===== src/rtl/sync_fifo_pkg.sv =====
// Shared definitions for the parametrised synchronous FIFO.
// Contents:
//   DEF_DATA_WIDTH / DEF_DEPTH  default geometry
//   ptr_width / level_width     derived widths of the pointers and the fill level
//   fifo_status_t               bundle of status flags, handy for monitors
package sync_fifo_pkg;

  localparam int unsigned DEF_DATA_WIDTH = 8;
  localparam int unsigned DEF_DEPTH      = 16;

  // Pointers address DEPTH entries and wrap naturally.
  function automatic int unsigned ptr_width(input int unsigned depth);
    return $clog2(depth);
  endfunction

  // One extra bit so a full FIFO (level == DEPTH) is representable.
  function automatic int unsigned level_width(input int unsigned depth);
    return $clog2(depth) + 1;
  endfunction

  typedef struct packed {
    logic full;
    logic empty;
    logic almost_full;
    logic almost_empty;
    logic overflow_err;
    logic underflow_err;
  } fifo_status_t;

endpackage


===== src/rtl/sync_fifo_mem.sv =====
// Storage array for sync_fifo_param: simple dual-port RAM with a registered
// write port and a combinational (asynchronous) read port. Not reset.
// Ports:
//   clk_i    clock
//   we_i     write enable
//   waddr_i  write address
//   wdata_i  write data
//   raddr_i  read address
//   rdata_o  read data, combinational from raddr_i
module sync_fifo_mem #(
  parameter int unsigned DataWidth = 8,
  parameter int unsigned Depth     = 16,
  localparam int unsigned AddrW    = $clog2(Depth)
) (
  input  logic                 clk_i,
  input  logic                 we_i,
  input  logic [AddrW-1:0]     waddr_i,
  input  logic [DataWidth-1:0] wdata_i,
  input  logic [AddrW-1:0]     raddr_i,
  output logic [DataWidth-1:0] rdata_o
);

  logic [DataWidth-1:0] mem_q [Depth];

  always_ff @(posedge clk_i) begin
    if (we_i) begin
      mem_q[waddr_i] <= wdata_i;
    end
  end

  assign rdata_o = mem_q[raddr_i];

endmodule


===== src/rtl/sync_fifo_param.sv =====
// Parametrised single-clock FIFO with fill level, almost-full/almost-empty
// thresholds, read-valid strobe and sticky overflow/underflow flags.
// Optional build macro SYNC_FIFO_FWFT_EN selects first-word fall-through
// output; without it, reads have a registered one-cycle latency.
// Ports:
//   clock          sole clock, posedge
//   reset          synchronous, active-low
//   write_en       write request, data_in stored when not full
//   data_in        write data
//   read_en        read request, honoured when not empty
//   data_outp      read data
//   read_valid     data_outp carries a popped word (head word in FWFT build)
//   fifo_full      level == DEPTH
//   fifo_empty     level == 0
//   almost_full    level >= AF_THRESH
//   almost_empty   level <= AE_THRESH
//   level          entry count 0..DEPTH
//   overflow_err   sticky: write attempted while full
//   underflow_err  sticky: read attempted while empty
module sync_fifo_param
  import sync_fifo_pkg::*;
#(
  parameter int unsigned DATA_WIDTH = DEF_DATA_WIDTH,
  parameter int unsigned DEPTH      = DEF_DEPTH,
  parameter int unsigned AF_THRESH  = DEPTH - 2,
  parameter int unsigned AE_THRESH  = 2
) (
  input  logic                    clock,
  input  logic                    reset,
  input  logic                    write_en,
  input  logic [DATA_WIDTH-1:0]   data_in,
  input  logic                    read_en,
  output logic [DATA_WIDTH-1:0]   data_outp,
  output logic                    read_valid,
  output logic                    fifo_full,
  output logic                    fifo_empty,
  output logic                    almost_full,
  output logic                    almost_empty,
  output logic [$clog2(DEPTH):0]  level,
  output logic                    overflow_err,
  output logic                    underflow_err
);

  localparam int unsigned PtrW = ptr_width(DEPTH);
  localparam int unsigned LvlW = level_width(DEPTH);

  logic [PtrW-1:0]       wr_ptr_q, wr_ptr_d;
  logic [PtrW-1:0]       rd_ptr_q, rd_ptr_d;
  logic [LvlW-1:0]       level_q, level_d;
  logic                  ovf_q, ovf_d;
  logic                  unf_q, unf_d;
  logic                  full, empty;
  logic                  wr_acc, rd_acc;
  logic [DATA_WIDTH-1:0] mem_rdata;

  // Flags decode the registered level only, so full/empty arbitration of a
  // simultaneous read+write is always judged on the pre-edge state.
  always_comb begin
    full   = (level_q == LvlW'(DEPTH));
    empty  = (level_q == '0);
    wr_acc = write_en && !full;
    rd_acc = read_en && !empty;
  end

  always_comb begin
    wr_ptr_d = wr_ptr_q;
    rd_ptr_d = rd_ptr_q;
    if (wr_acc) wr_ptr_d = wr_ptr_q + PtrW'(1);
    if (rd_acc) rd_ptr_d = rd_ptr_q + PtrW'(1);
    level_d = level_q + LvlW'(wr_acc) - LvlW'(rd_acc);
    ovf_d   = ovf_q | (write_en & full);
    unf_d   = unf_q | (read_en & empty);
  end

  always_ff @(posedge clock) begin
    if (!reset) begin
      wr_ptr_q <= '0;
      rd_ptr_q <= '0;
      level_q  <= '0;
      ovf_q    <= 1'b0;
      unf_q    <= 1'b0;
    end else begin
      wr_ptr_q <= wr_ptr_d;
      rd_ptr_q <= rd_ptr_d;
      level_q  <= level_d;
      ovf_q    <= ovf_d;
      unf_q    <= unf_d;
    end
  end

  sync_fifo_mem #(
    .DataWidth (DATA_WIDTH),
    .Depth     (DEPTH)
  ) u_mem (
    .clk_i   (clock),
    .we_i    (wr_acc),
    .waddr_i (wr_ptr_q),
    .wdata_i (data_in),
    .raddr_i (rd_ptr_q),
    .rdata_o (mem_rdata)
  );

`ifdef SYNC_FIFO_FWFT_EN
  // Tracks the word last shown at the head so the output holds once drained.
  logic [DATA_WIDTH-1:0] last_q;

  always_ff @(posedge clock) begin
    if (!reset) begin
      last_q <= '0;
    end else if (!empty) begin
      last_q <= mem_rdata;
    end
  end

  always_comb begin
    data_outp  = empty ? last_q : mem_rdata;
    read_valid = !empty;
  end
`else
  logic [DATA_WIDTH-1:0] data_q;
  logic                  valid_q;

  always_ff @(posedge clock) begin
    if (!reset) begin
      data_q  <= '0;
      valid_q <= 1'b0;
    end else begin
      valid_q <= rd_acc;
      if (rd_acc) begin
        data_q <= mem_rdata;
      end
    end
  end

  always_comb begin
    data_outp  = data_q;
    read_valid = valid_q;
  end
`endif

  always_comb begin
    fifo_full     = full;
    fifo_empty    = empty;
    almost_full   = (level_q >= LvlW'(AF_THRESH));
    almost_empty  = (level_q <= LvlW'(AE_THRESH));
    level         = level_q;
    overflow_err  = ovf_q;
    underflow_err = unf_q;
  end

endmodule

===== config.mk =====
export PLATFORM = sky130hd
export DESIGN_NAME = sync_fifo_param
export DESIGN_NICKNAME = d
export VERILOG_FILES = /design/src/rtl/sync_fifo_pkg.sv /design/src/rtl/sync_fifo_mem.sv /design/src/rtl/sync_fifo_param.sv
export SDC_FILE = /design/constraint.sdc
export NUM_CORES = 1
export LEC_CHECK = 0
export CAP_MARGIN = 20
export CORE_ASPECT_RATIO = 1.2
export CORE_MARGIN = 10
export CORE_UTILIZATION = 59
export DETAILED_ROUTE_END_ITERATION = 8
export PLACE_DENSITY_LB_ADDON = 0.05
export SYNTH_ARGS = -nofsm -noshare
export SYNTH_HDL_FRONTEND = slang
export SYNTH_SLANG_ARGS = --single-unit

===== constraint.sdc =====
create_clock -name clock -period 3.35 [get_ports clock]
set_input_delay 0.67 -clock clock [delete_from_list [all_inputs] [get_ports clock]]
set_output_delay 0.67 -clock clock [all_outputs]
set_load 0.1 [all_outputs]

==> parameters.txt, run 1 <==
Parameter                              Value

Status
  Outcome ... completed

Place
  Number of input and output port buffers inserted ... 31
  Final estimated routing congestion in global placement ... between 0.7 and 0.8
  Placement-stage cell area ... 6650 um2
  Placed wire-length estimate ... 7540 um
  Pre-CTS WS ... between 0.2 and 0.25 ns

Setup path
  Arr. time, crit path ... 3.31 ns
  Startpoint kind of the worst setup timing path ... flip-flop
  Reg-to-Reg Start ... level[3]
  Slowest stage delay, CP ... 0.51 ns
  Type of destination of the critical path ... flip-flop
  Setup slack of the worst register-to-register path ... between 0.3 and 0.4 ns
  Required arrival time at the worst endpoint ... 3.66 ns
  Endpoint of the worst-slack reg-to-reg timing path ... level[4]
  Cell Chain, Critical Path ... inv_1 -> ha_1 -> or4b_4 -> nand2_4 -> inv_2 -> ha_1 -> inv_1 -> ha_1 -> inv_1 -> fa_1 -> o21bai_1 -> a21oi_1 -> xor2_1 -> and2_1
  CP Class ... flip-flop to flip-flop
  Slowest stage cell, crit path ... or4b_4
  Worst r2r path cells ... 14
  Critical Path Fanout Max ... 13

Drt
  Number of routed nets with antenna violations ... 0
  Starting DRC count in detailed routing ... between 200 and 250
  # DRC ... 0
  Number of detailed-routing iterations run before antenna repair ... 6
  Count of vias placed by the detailed router ... 3176
  Vias per inst ... 5.98
  WL/cell ... 22.4 um
  Total Wirelength ... 11900 um

Min path
  Class of the worst hold path ... flip-flop to flip-flop
  Hold Crit Endpoint ... underflow_err
  Worst Hold Depth ... 2
  Worst Hold Launch ... underflow_err

Final layout
  Leading cell type in the layout, fill and taps excluded ... edfxtp_1
  Antenna diodes ... 0
  Fraction of layout instances using a drive strength above 1 ... 24.9%
  Final instance area ... about 7300 um2
  Net count of the finished layout ... between 400 and 500
  Area added between synthesis and finish ... 18.2%
  Leading cell types in the layout, fill and taps excluded ... edfxtp_1 (128), buf_4 (40), mux4_2 (24)

Yosys
  Synthesized-area fraction occupied by xor and xnor cells ... approximately 1.1%
  Share of the yosys chip area belonging to registers ... 70.0%
  Adder and majority cell fraction of the synthesized area ... 3.56%
  Primary flip-flop cell chosen by synthesis mapping ... edfxtp_1
  Number of enable-type register cells in the synthesized netlist ... 128
  Area share of and/or/nand/nor cells after synthesis ... 5.55%
  Fraction of post-synthesis cell area in the top cell type by area ... 62.2%
  Post-synth ARST share ... 0%
  Biggest area contributors in the synthesized netlist ... edfxtp_1 (62%), mux4_2 (8.7%), dfxtp_1 (7.8%)
  Top cell type by total area after synthesis ... edfxtp_1
  Yosys warning count ... 0
  Cells after Synth ... 338
  Avg Synthesized Cell Area ... roughly 18 um2
  Syn Std Cell Area ... 6180 um2
  Post-synthesis net count ... 367
  Share of cell area taken by muxes after synthesis ... ~15%
  Flops & latches, synth ... 152
  Dominant combinational cell family by area after synthesis ... multiplexers
  Share of the synthesized area in compound gates (AO/OA/AOI/OAI) ... 2.35%
  Synth unique cells ... 37

Global route
  GRT Total Usage ... 16.6%
  Overflow left after global routing ... 0
  Number of global-route vias before repair ... approximately 3300
  Wire length of the first global-routing pass ... 18600 um
  Pin count of the biggest net entering global routing ... 35
  Initial antenna violation count ... 0

STA
  Worst Max-Slew Pin Slew ... ~1.1 ns
  Setup-failing EPs final ... 0
  Share of the clock period used by the worst path ... 89.8%
  Fmax achieved ... 333 MHz
  Final worst slack ... 0.343 ns
  Normalized max-slew margin ... about 29%
  Worst Clk Skew ... 0.00569 ns
  Time the worst path needs with I/O delays and setup ... 3.01 ns
  Final TNS setup ... 0 ns
  RSZ-0062 raised after global routing ... no
  Hold Vio Cnt, Final ... 0
  Number of pins exceeding their max-slew limit in the final report ... 0

Clock network
  TritonCTS Buffers ... 17
  Num Clock Sinks ... 152
  Clock tree from TritonCTS ... built
  Worst-case clock buffer depth ... 2
  PostCTS Resize Cnt ... 0
  Post-CTS repair timing setup buffer count ... 0
  Source-to-sink clock delay at the later pin of the worst-skew pair ... 0.41 ns
  Quantity of hold-fixing buffers added after cts ... 0
  Maximum level of the CTS H-tree ... 4
  Cell chosen for the clock root ... clkbuf_16
  Post-CTS clock slew at the launch and capture registers of the worst setup and hold paths ... approximately 0.06 ns

Floorplanning
  X dimension of the die ... 113 um
  Row cnt ... 40
  Chip Height ... 132 um
  I/O pin total ... 32
  Full die area ... 15000 um2
  Core area ... 10100 um2
  Initial Util ... 61.1%

Power
  Logic pwr share ... 26.6%
  Worst-case vdd ir drop ... 0.000672 V
  Static Leakage ... 2.53 nW
  Power per Cell Area ... 825 nW/um2
  Fraction of power consumed by sequential logic ... 38.6%
  Reported net switching power ... 1.93 mW
  Fraction of power spent switching nets ... 32.0%
  Cell Int Power ... 4.10 mW
  Clk network pwr share ... between 30% and 40%

Flow run
  Max cap viols ... 0
## layout make-up
cell class | instances | area (um2)
Sequential cell | 152 | 4330
Fill cell | 602 | 2800
Multi-Input combinational cell | 155 | 1690
Clock buffer | 18 | 429
Timing Repair Buffer | 52 | 420
Clock inverter | 14 | 229
Tap cell | 126 | 158
Inverter | 14 | 52.6
## cells by family (layout without fill, tap and decap cells)
| logic type | Yosys count | count (layout) |
|---|---|---|
| adders and majority gates | 17 | 17 |
| and+or+nand+nor | 62 | 62 |
| xor gates and xnor gates | 8 | 8 |
| AOI/OAI and AO/OA | 20 | 20 |
| DFF | 152 | 152 |
| buffers and inverters | 31 | 98 |
| muxes | 48 | 48 |
## cells in the mapped netlist (2+ instances only)
cell type	number
a21boi_1	2
a21oi_1	5
and2_1	10
and3_1	2
buf_2	6
buf_6	4
clkbuf_1	6
dfxtp_1	24
edfxtp_1	128
ha_1	16
inv_1	13
mux2i_1	16
mux4_1	8
mux4_2	24
nand2_1	9
nand2b_1	2
nand3_1	12
nor2_1	12
nor2b_1	4
nor3_1	4
o21bai_1	2
o221ai_1	8
xnor2_1	6
xor2_1	2
## power groups by stage
stage / registers (mW) / clock network, mW / logic [mW]
global placement: 2.36 / 0 / 1.60
detailed placement: 2.37 / 0 / 1.62
floorplan: 2.72 / 0 / 0.900
CTS: 2.33 / 2.13 / 1.63
global route: 2.35 / 2.22 / 1.71
finish: 2.33 / 2.10 / 1.60
## per-layer routing
metal / part of all wire [%] / global-route usage [%] / up-vias
li1: - / - / 1433
met4: 1.7 / 6.00 / 0
met1: 40 / 20.4 / 1610
met5: 0 / 0 / -
met2: 52 / 26.9 / 115
met3: 6.6 / 5.19 / 18
## worst max path at each step
stage	from	endpoint	slack [ns]	depth (start not counted)
2_1_floorplan	level[1]	level[4]	0.1	13
3_3_place_gp	write_en	level[4]	0.27	12
4_1_cts	level[3]	level[4]	0.33	14
6_report	level[3]	level[4]	0.34	14
3_5_place_dp	write_en	level[4]	0.21	12
5_1_grt	level[3]	level[4]	0.20	14
## state kept, by name, summed over array words and instances, names as in the netlist
name / count
data_outp: 8
level: 5
overflow_err: 1
rd_ptr_q: 4
read_valid: 1
u_mem.mem_q: 128
underflow_err: 1
wr_ptr_q: 4
## stage by stage
step	power (mW)	cells	util, %	hold slack [ns]
CTS	6.08	531	72.3	0.522
detailed placement	3.99	499	65.8	0.496
finish	6.03	531	72.3	0.505
global route	6.27	531	72.3	0.548
global placement	3.96	499	65.8	0.478
floorplan	3.62	338	-	0.482
## worst max-delay path, delay by kind of cell, from the launching register on
kind                     cells  cell delay (ns)
adder cells (fa/ha/maj)      4             1.01
flip-flops                   1             0.33
AND/OR/NAND/NOR              3             0.85
AO/OA/AOI/OAI                2             0.26
XOR/XNOR                     1             0.14
buffers and inverters        4             0.29
Power figures use the tool's default switching activity.
==> run 2: changes to the inputs <==
--- a/config.mk
+++ b/config.mk
@@ -8,7 +8,7 @@
 export CAP_MARGIN = 20
 export CORE_ASPECT_RATIO = 1.2
 export CORE_MARGIN = 10
-export CORE_UTILIZATION = 59
+export CORE_UTILIZATION = 63
 export DETAILED_ROUTE_END_ITERATION = 8
 export PLACE_DENSITY_LB_ADDON = 0.05
 export SYNTH_ARGS = -nofsm -noshare
==> constraint.sdc (replaced) <==
create_clock -name clock -period 3.9 [get_ports clock]
set_input_delay 0.78 -clock clock [delete_from_list [all_inputs] [get_ports clock]]
set_output_delay 0.78 -clock clock [all_outputs]
set_load 0.1 [all_outputs]
==> run 2 against run 1 <==
  * Sequential share of layout area increased by 1.1 points
  * Wire length increased by 0.22%
  * Cell count decreased by 2.3%
  * Highest routed layer unchanged
  * Via count about the same
  * Setup slack improved by 0.54 ns
  * Largest cell class unchanged
  * Maximum frequency decreased by 0.37%
  * Global-route usage increased by 0.66 points
  * First-iteration DRC count decreased by 6.5%
  * Sequential power decreased by 16%
  * Total power decreased by 18%
  * Flip-flop and latch count unchanged
==> parameters.txt, run 2 (synthesis gave the netlist of run 1 again) <==
Parameter                              Value

Status
  Outcome ... completed

Floorplanning
  Chip Height ... 128 um (-2.7%)
  I/O pin total ... 32 (unchanged)
  Row cnt ... 39 (-2.5%)
  Initial Util ... 64.6% (+3.5 points)
  Full die area ... 14200 um2 (-5.3%)
  X dimension of the die ... 110 um (-2.7%)
  Core area ... 9560 um2 (-5.4%)

STA
  Time the worst path needs with I/O delays and setup ... 3.02 ns (+0.0113 ns)
  Normalized max-slew margin ... 34.4% (+5.3 points)
  Number of pins exceeding their max-slew limit in the final report ... 0 (unchanged)
  Hold Vio Cnt, Final ... 0 (unchanged)
  Worst Clk Skew ... 0.00861 ns (+0.00292 ns)
  Final-layout worst hold slack ... 0.508 ns (+0.00346 ns)
  Fmax achieved ... 331 MHz (-0.37%)
  Worst Max-Slew Pin Slew ... 0.981 ns (-0.0817 ns)
  Final TNS setup ... 0 ns (unchanged)
  Setup-failing EPs final ... 0 (unchanged)
  Share of the clock period used by the worst path ... 77.4% (-12 points)
  RSZ-0062 raised after global routing ... no

Power
  Fraction of power spent switching nets ... 35.3% (+3.3 points)
  Static Leakage ... 2.41 nW (-4.4%)
  Fraction of power consumed by sequential logic ... 39.8% (+1.2 points)
  Logic pwr share ... 29.2% (+2.6 points)
  Clk network pwr share ... 31.0% (-3.8 points)
  Cell Int Power ... 3.18 mW (-22%)
  Worst-case vdd ir drop ... 0.000405 V (-40%)
  Reported net switching power ... 1.74 mW (-10%)
  Power per Cell Area ... 685 nW/um2 (-17%)

Global route
  Number of global-route vias before repair ... 3328 (+0.39%)
  GRT Total Usage ... 17.3% (+0.66 points)
  Wire length of the first global-routing pass ... 18600 um (-0.26%)
  Initial antenna violation count ... 0 (unchanged)
  Pin count of the biggest net entering global routing ... 35 (unchanged)
  Overflow left after global routing ... 0 (unchanged)

Drt
  # DRC ... 0 (unchanged)
  Total Wirelength ... 11900 um (+0.22%)
  WL/cell ... 23.0 um (+2.5%)
  Starting DRC count in detailed routing ... 203 (-6.5%)
  Vias per inst ... 6.12 (+2.3%)
  Number of routed nets with antenna violations ... 0 (unchanged)
  Number of detailed-routing iterations run before antenna repair ... 4 (-2)
  Count of vias placed by the detailed router ... 3177 (+0.031%)

Clock network
  PostCTS Resize Cnt ... 0 (unchanged)
  Quantity of hold-fixing buffers added after cts ... 0 (unchanged)
  Clock tree from TritonCTS ... built
  Worst-case clock buffer depth ... 2 (unchanged)
  Post-CTS repair timing setup buffer count ... 0 (unchanged)
  TritonCTS Buffers ... 17 (unchanged)
  Maximum level of the CTS H-tree ... 4 (unchanged)
  Post-CTS clock slew at the launch and capture registers of the worst setup and hold paths ... 0.06 ns (about the same)
  Cell chosen for the clock root ... clkbuf_16
  Source-to-sink clock delay at the later pin of the worst-skew pair ... 0.42 ns (about the same)
  Num Clock Sinks ... 152 (unchanged)

Final layout
  Leading cell type in the layout, fill and taps excluded ... edfxtp_1
  Antenna diodes ... 0 (unchanged)
  Net count of the finished layout ... 412 (-2.1%)
  Leading cell types in the layout, fill and taps excluded ... edfxtp_1 (128), clkdlybuf4s50_1 (27), mux4_2 (24)
  Final core occ ... 75.0% (+2.7 points)
  Register ranked first by flip-flop count ... u_mem.mem_q
  Max reg flops ... 128 (unchanged)
  Fraction of layout instances using a drive strength above 1 ... 19.9% (-5.0 points)
  Area added between synthesis and finish ... 16.0%

Setup path
  Slowest stage cell, crit path ... or4b_4
  Required arrival time at the worst endpoint ... 4.21 ns (+0.55 ns)
  Reg-to-Reg Start ... level[2]
  Setup slack of the worst register-to-register path ... 0.88 ns (+0.54 ns)
  Slowest stage delay, CP ... 0.51 ns (about the same)
  Arr. time, crit path ... 3.32 ns (about the same)
  Startpoint kind of the worst setup timing path ... flip-flop
  Worst r2r path cells ... 14 (unchanged)
  Cell Chain, Critical Path ... inv_1 -> ha_1 -> or4b_4 -> nand2_4 -> inv_2 -> ha_1 -> inv_1 -> ha_1 -> inv_1 -> fa_1 -> o21bai_1 -> a21oi_1 -> xor2_1 -> and2_1
  CP Class ... flip-flop to flip-flop
  Endpoint of the worst-slack reg-to-reg timing path ... level[4]
  Critical Path Fanout Max ... 13 (unchanged)
  Type of destination of the critical path ... flip-flop

Place
  Final estimated routing congestion in global placement ... 0.779 (+2.8%)
  Number of input and output port buffers inserted ... 31 (unchanged)
  Placed wire-length estimate ... 7250 um (-3.8%)

Min path
  Class of the worst hold path ... flip-flop to flip-flop
  Worst Hold Launch ... data_outp[4]
  Hold Crit Endpoint ... data_outp[4]
  Worst Hold Depth ... 2 (unchanged)

Flow run
  Max cap viols ... 0 (unchanged)
-- run 2: critical path, delay by kind of cell, from the launching register on --
family,cells,cell delay [ns]
DFF,1,0.35
xor gates and xnor gates,1,0.14
and+or+nand+nor,3,0.86
AOI/OAI and AO/OA,2,0.24
adders and majority gates,4,1.01
buffers and inverters,4,0.32
-- run 2: metrics by stage --
| step | cells | setup WS (ns) | power (mW) | area [um2] |
|---|---|---|---|---|
| global route | 519 | 0.700 | 5.11 | 7170 |
| finish | 519 | 0.881 | 4.91 | 7170 |
| CTS | 519 | 0.856 | 4.96 | 7170 |
| detailed placement | 487 | 0.671 | 3.43 | 6610 |
| floorplan | 338 | 0.412 | 3.11 | 6180 |
| global placement | 487 | 0.723 | 3.41 | 6610 |
-- run 2: worst max path at each step --
stage	endpoint	slack, ns	depth (start not counted)	start
after CTS	level[4]	0.86	14	level[2]
after floorplan	level[4]	0.41	15	level[2]
after global routing	level[4]	0.70	14	level[2]
final	level[4]	0.88	14	level[2]
after global placement	level[4]	0.72	12	write_en
after detailed placement	level[4]	0.67	12	write_en
-- run 2: layer usage --
layer,share of wire (%),up-vias,GRT usage [%]
met5,0,-,0
met4,1.8,0,7.21
met3,5.9,13,5.63
met2,54,122,29.7
met1,38,1625,19.6
li1,-,1417,-
-- run 2: area by class of cell --
class / instances / area (um2)
timing repair buffer: 43 / 390
multi-input combinational: 155 / 1690
sequential: 152 / 4330
clock buffer: 17 / 425
fill: 586 / 2390
inverter: 14 / 52.6
tap: 123 / 154
clock inverter: 15 / 131
-- run 2: power groups by stage --
stage	sequential (mW)	combinational (mW)	clock (mW)
final	1.96	1.43	1.52
after global routing	1.97	1.52	1.62
after CTS	1.96	1.45	1.55
after detailed placement	1.99	1.44	0
after global placement	1.98	1.43	0
after floorplan	2.34	0.773	0
